File: src/rtl/prep2_pkg.sv
// prep2_pkg: shared definitions for the PREP2 command sequencer.
//   op_e     - command opcodes carried on cmd_op
//   state_e  - sequencer FSM state encoding
//   cmd_t    - one buffered command (opcode + load value), 10 bits
//   hold_cnt_w() - width of the post-load hold-off counter
package prep2_pkg;

  typedef enum logic [1:0] {
    OP_PRE    = 2'b00,
    OP_CMP    = 2'b01,
    OP_BOTH   = 2'b10,
    OP_SETSEL = 2'b11
  } op_e;

  typedef enum logic [1:0] {
    ST_IDLE = 2'b00,
    ST_LOAD = 2'b01,
    ST_HOLD = 2'b10
  } state_e;

  typedef struct packed {
    op_e        op;
    logic [7:0] data;
  } cmd_t;

  localparam int CMD_W = $bits(cmd_t);

  // The counter must be able to hold HOLD_CYCLES-1; a zero hold-off still
  // needs a one-bit register so the declaration stays legal.
  function automatic int hold_cnt_w(input int hold);
    return (hold > 0) ? $clog2(hold + 1) : 1;
  endfunction

endpackage

File: src/rtl/prep2_cmd_fifo.sv
// prep2_cmd_fifo: DEPTH x WIDTH synchronous FIFO with show-ahead read data.
//   clk, rst_n        clock, async active-low reset (flushes pointers/count)
//   push, wr_data     write strobe and data; caller never pushes when full
//   pop, rd_data      read strobe and current head; caller never pops when empty
//   full, empty       occupancy flags
module prep2_cmd_fifo #(
  parameter int DEPTH = 4,
  parameter int WIDTH = 10
) (
  input  logic             clk,
  input  logic             rst_n,
  input  logic             push,
  input  logic [WIDTH-1:0] wr_data,
  input  logic             pop,
  output logic [WIDTH-1:0] rd_data,
  output logic             full,
  output logic             empty
);

  localparam int PW = $clog2(DEPTH);
  localparam int CW = $clog2(DEPTH) + 1;

  logic [WIDTH-1:0] mem [DEPTH];
  logic [PW-1:0]    wr_ptr;
  logic [PW-1:0]    rd_ptr;
  logic [CW-1:0]    count;

  // NOTE: the storage array has no reset; flushing the pointers and count is
  // enough to empty the FIFO, and leaving data unreset keeps it plain RAM.
  always_ff @(posedge clk) begin
    if (push) mem[wr_ptr] <= wr_data;
  end

  // Pointers are exactly log2(DEPTH) bits, so increment wraps modulo DEPTH.
  always_ff @(posedge clk or negedge rst_n) begin
    if (!rst_n) begin
      wr_ptr <= '0;
      rd_ptr <= '0;
      count  <= '0;
    end else begin
      if (push) wr_ptr <= wr_ptr + 1'b1;
      if (pop)  rd_ptr <= rd_ptr + 1'b1;
      unique case ({push, pop})
        2'b10:   count <= count + 1'b1;
        2'b01:   count <= count - 1'b1;
        default: count <= count;
      endcase
    end
  end

  assign rd_data = mem[rd_ptr];
  assign full    = (count == CW'(DEPTH));
  assign empty   = (count == '0);

endmodule

File: src/rtl/prep2_loader.sv
// prep2_loader: command sequencer feeding the PREP2 timer/counter.
//   clk, rst_n             clock, async active-low reset
//   cmd_valid/cmd_ready    command handshake; cmd_ready = !full (low in reset)
//   cmd_op, cmd_data       opcode (PRE/CMP/BOTH/SETSEL) and 8-bit value
//   data2                  registered load value, held between loads
//   ldpre, ldcomp          registered single-cycle load strobes
//   sel                    registered counter mux select
//   busy                   FIFO non-empty or FSM not idle
module prep2_loader
  import prep2_pkg::*;
#(
  parameter int DEPTH       = 4,
  parameter int HOLD_CYCLES = 2
) (
  input  logic       clk,
  input  logic       rst_n,
  input  logic       cmd_valid,
  output logic       cmd_ready,
  input  logic [1:0] cmd_op,
  input  logic [7:0] cmd_data,
  output logic [7:0] data2,
  output logic       ldpre,
  output logic       ldcomp,
  output logic       sel,
  output logic       busy
);

  localparam int            HCW       = hold_cnt_w(HOLD_CYCLES);
  localparam logic [HCW-1:0] HOLD_INIT = HCW'((HOLD_CYCLES > 0) ? HOLD_CYCLES - 1 : 0);

  state_e           state;
  logic [HCW-1:0]   hold_cnt;
  logic             ready_en;
  logic             fifo_full;
  logic             fifo_empty;
  logic             push;
  logic             pop;
  logic [CMD_W-1:0] fifo_rd;
  cmd_t             head;

  // Holds cmd_ready low through reset and for the release cycle, so the
  // first acceptance is on the edge after the one that sets this flag.
  always_ff @(posedge clk or negedge rst_n) begin
    if (!rst_n) ready_en <= 1'b0;
    else        ready_en <= 1'b1;
  end

  assign cmd_ready = ready_en & ~fifo_full;
  assign push      = cmd_valid & cmd_ready;
  assign pop       = (state == ST_IDLE) & ~fifo_empty;
  assign head      = cmd_t'(fifo_rd);
  assign busy      = ~fifo_empty | (state != ST_IDLE);

  prep2_cmd_fifo #(
    .DEPTH (DEPTH),
    .WIDTH (CMD_W)
  ) u_fifo (
    .clk     (clk),
    .rst_n   (rst_n),
    .push    (push),
    .wr_data ({cmd_op, cmd_data}),
    .pop     (pop),
    .rd_data (fifo_rd),
    .full    (fifo_full),
    .empty   (fifo_empty)
  );

  always_ff @(posedge clk or negedge rst_n) begin
    if (!rst_n) begin
      state    <= ST_IDLE;
      hold_cnt <= '0;
      data2    <= '0;
      ldpre    <= 1'b0;
      ldcomp   <= 1'b0;
      sel      <= 1'b0;
    end else begin
      // NOTE: strobes default low every cycle and are overridden only on a
      // load pop; the later non-blocking assignment wins, giving exactly one
      // high cycle without a separate clear path.
      ldpre  <= 1'b0;
      ldcomp <= 1'b0;
      unique case (state)
        ST_IDLE: begin
          if (pop) begin
            case (head.op)
              OP_PRE: begin
                data2 <= head.data;
                ldpre <= 1'b1;
                state <= ST_LOAD;
              end
              OP_CMP: begin
                data2  <= head.data;
                ldcomp <= 1'b1;
                state  <= ST_LOAD;
              end
              OP_BOTH: begin
                data2  <= head.data;
                ldpre  <= 1'b1;
                ldcomp <= 1'b1;
                state  <= ST_LOAD;
              end
              OP_SETSEL: sel <= head.data[0];
            endcase
          end
        end
        ST_LOAD: begin
          if (HOLD_CYCLES > 0) begin
            hold_cnt <= HOLD_INIT;
            state    <= ST_HOLD;
          end else begin
            state <= ST_IDLE;
          end
        end
        ST_HOLD: begin
          if (hold_cnt == '0) state <= ST_IDLE;
          else                hold_cnt <= hold_cnt - 1'b1;
        end
        default: state <= ST_IDLE;
      endcase
    end
  end

endmodule

File: config.mk
export PLATFORM = sky130hd
export DESIGN_NAME = prep2_loader
export DESIGN_NICKNAME = d
export VERILOG_FILES = /design/src/rtl/prep2_pkg.sv /design/src/rtl/prep2_cmd_fifo.sv /design/src/rtl/prep2_loader.sv
export SDC_FILE = /design/constraint.sdc
export NUM_CORES = 1
export LEC_CHECK = 0
export ABC_AREA = 1
export CAP_MARGIN = 10
export CORE_MARGIN = 2
export CORE_UTILIZATION = 44
export CTS_CLUSTER_SIZE = 8
export DETAILED_ROUTE_END_ITERATION = 16
export PLACE_DENSITY = 0.74
export RECOVER_POWER = 25
export SLEW_MARGIN = 30
export SYNTH_ARGS = -nofsm -noshare
export SYNTH_HDL_FRONTEND = slang
export SYNTH_SLANG_ARGS = --single-unit
File: constraint.sdc
create_clock -name clk -period 2.7 [get_ports clk]
set_clock_uncertainty 0.05 [all_clocks]
set_input_delay 0.675 -clock clk [delete_from_list [all_inputs] [get_ports clk]]
set_output_delay 0.675 -clock clk [all_outputs]
set_load 0.005 [all_outputs]
==> metrics.txt, run 1 <==
vias in the first global route=1,796; FMAX=0.433 GHz; post-CTS setup buffers=0; Req. time, crit path=1980 ps; ratio of cells with drive above 1 in the final layout=8.97%; Finished Layout Cells=387; worst r2r src=u_fifo.rd_ptr[0]$_DFFE_PN0N_; RSZ-0062 raised after global routing=false; Avg Inst Size Synth=10.4 µm²; IO Pins=26; port bufs=25; Clock Tree Root=clkbuf_8; global-route wire length before repair=8.27 mm; final setup fails=0; register area share after synthesis=64.1%; total negative slack=0 ps; status=complete, no violations; vias post-DR=1,794; initial core utilization=46.3%; Tmin final=2310 ps; PwrDens=1100 mW/mm²; post-DP HPWL=3.38 mm; peak supply drop=462 µV; row cnt=28; CTS H-tree lvls=3; die height=83.4 µm; Die Wd=83.4 µm; Worst-Skew Late Latency=340 ps; Resized cells post-CTS=0; # nets final=328; core box area=0.00599 mm²; cell area after synthesis=0.00277 mm²; CTS buffer count=9; reg2reg path depth=9; Distinct cells, synth=26; hold crit path type=flip-flop to flip-flop; Net Count, Synth=289; detail-routed net length per standard cell=12.8 µm; placed cells=371; Synth Warn #=0; full die area=0.00696 mm²; final hold slack=441 ps; Layout area overhead=20.7%; max cap viols=0; initial antenna violation count=0; Static Leak=1.56 nW; Slew @ Worst Pin=1230 ps; CTS tree=done; antenna viol nets, final=0; CP Capture Type=output port; CTS Buffer Depth=2; starting DRC count in detailed routing=58; hold path depth=2; final WL=4.96 mm; Worst EP arrival=1580 ps; final period utilization=85.6%; Crit Path Category=flip-flop to output port; # DRC=0; vias per inst=4.64; remaining global-route overflow=0; Seq cells post-synth=63; Slew HR=17.8%; HP Start=data2[5]$_DFFE_PN0P_; final hold vios=0; Hold Buf Count CTS=0; Slew Limit Fails=0; largest net degree at the start of global routing=24; crit path launch type=flip-flop; GRT Util Overall=15.7%; ANT cells=0; clk sink count=63; Final GP Congestion=0.743; CP Max Fanout=3; Clk pin slew, worst setup/hold paths=70 ps; Detailed Routing Iterations Pass 1=4; Syn Inst Count=268; crit path launch=u_fifo.count[0]$_DFFE_PN0P_
==> final cells by class <==
type,count,area [µm²]
well taps,75,93.8
flip-flops and latches,63,1780
inverters,53,199
fillers,511,2640
clock inverters,4,68.8
repair buffers,34,314
clock buffers,12,145
multi-input cells,146,751
==> path summary, 6_finish.rpt <==
path	slack, ps	endpoint
worst max-delay path	390	cmd_ready
worst min-delay path	440	data2[5]$_DFFE_PN0P_
worst max register to register	640	data2[7]$_DFFE_PN0P_
worst min register to register	440	data2[5]$_DFFE_PN0P_
max in group asynchronous	800	data2[2]$_DFFE_PN0P_
min in group asynchronous	1070	u_fifo.wr_ptr[1]$_DFFE_PN0P_
==> power by group <==
group / internal, W / total [W] / leakage [nW] / switching (W)
Sequential: 0.00126 / 0.00140 / 0.646 / 0.000134
Combinational: 0.000585 / 0.00139 / 0.811 / 0.000802
Clock: 0.000541 / 0.000886 / 0.108 / 0.000345
==> cells in the mapped netlist, drive strengths merged <==
| library cell | n | area (µm²) |
|---|---|---|
| buf | 6 | 47.5 |
| dfrtp | 23 | 576 |
| nand4 | 1 | 6.26 |
| nor2 | 15 | 87.6 |
| xor2 | 2 | 17.5 |
| o21bai | 1 | 7.51 |
| nand3b | 2 | 15.0 |
| inv | 53 | 199 |
| edfxtp | 40 | 1200 |
| nand2 | 85 | 334 |
| o21ai | 8 | 40.0 |
| o22ai | 1 | 6.26 |
| a21boi | 1 | 7.51 |
| conb | 1 | 3.75 |
| ha | 7 | 87.6 |
| nand3 | 19 | 100 |
| fa | 1 | 20.0 |
| xnor2 | 2 | 17.5 |
==> through the flow <==
stage / setup WS [ps] / total power, W / cell area [µm²] / utilization (%)
after floorplan: 803 / 0.00236 / 2770 / -
after global placement: 277 / 0.00275 / 3140 / 52.4
after detailed placement: 209 / 0.00283 / 3140 / 52.4
after CTS: 367 / 0.00371 / 3350 / 56.0
after global routing: 273 / 0.00395 / 3350 / 55.9
final: 390 / 0.00367 / 3350 / 55.9
==> flip-flops by register name (all words and copies together) (netlist names) <==
name and flops:
ldcomp 1, state 2, u_fifo.count 3, u_fifo.rd_ptr 2, ready_en 1, ldpre 1, hold_cnt 2, data2 8
u_fifo.mem 40, sel 1, u_fifo.wr_ptr 2
==> cells in the final DEF, fill, tap and decap left out, types with 2 or more instances in the layout <==
master,netlist,routed
ha_1,7,7
clkbuf_1,0,3
nand3b_1,2,2
bufinv_16,0,2
o21ai_1,3,3
nor2_1,12,12
dfrtp_1,23,23
nor2_4,2,2
xor2_1,2,2
nand2_1,83,83
xnor2_1,2,2
clkdlybuf4s50_1,0,21
nand3_1,18,18
buf_4,2,8
nand2_4,2,2
dlygate4sd3_1,0,4
inv_1,52,52
clkbuf_8,0,10
edfxtp_1,40,40
o21ai_0,5,5
==> worst max-delay path: stages, from the launching register on <==
cell and delay, ps:
dfrtp_1 430, nor2_4 60, a21boi_0 210, clkdlybuf4s50_1 550
==> layer usage <==
layer  GRT usage [%]  routed length (µm)  share of wire (%)  up-vias
li1                -                   -                  -      905
met1            16.9                2120                 43      847
met2            27.3                2560                 52       34
met3            4.27                 194                3.9        8
met4            9.54                  83                1.7        0
met5               0                   0                  0        -
==> kinds of logic (layout without fill, tap and decap cells) <==
group | count (synthesis) | in the layout | share of synthesized area [%]
and+or+nand+nor | 122 | 122 | 19.6
DFF | 63 | 63 | 64.1
buffers and inverters | 59 | 103 | 8.89
AOI/OAI and AO/OA | 11 | 11 | 2.21
adders and majority gates | 8 | 8 | 3.88
xor gates and xnor gates | 4 | 4 | 1.26
other | 1 | 1 | 0.135
No activity file was read; power rests on OpenSTA's default activity.
==> inputs of run 2 (changes only) <==
--- a/config.mk
+++ b/config.mk
@@ -13,6 +13,7 @@
 export DETAILED_ROUTE_END_ITERATION = 16
 export PLACE_DENSITY = 0.74
 export RECOVER_POWER = 25
+export SKIP_CTS_REPAIR_TIMING = 1
 export SLEW_MARGIN = 30
 export SYNTH_ARGS = -nofsm -noshare
 export SYNTH_HDL_FRONTEND = slang
==> results of run 2 <==
Same layout as run 1: the final DEF is identical, and so are final timing and power.
==> inputs of run 3 (changes only) <==
--- a/config.mk
+++ b/config.mk
@@ -9,7 +9,7 @@
 export CAP_MARGIN = 10
 export CORE_MARGIN = 2
 export CORE_UTILIZATION = 44
-export CTS_CLUSTER_SIZE = 8
+export CTS_CLUSTER_SIZE = 12
 export DETAILED_ROUTE_END_ITERATION = 16
 export PLACE_DENSITY = 0.74
 export RECOVER_POWER = 25
==> results of run 3 <==
Same layout as run 1: the final DEF is identical, and so are final timing and power.
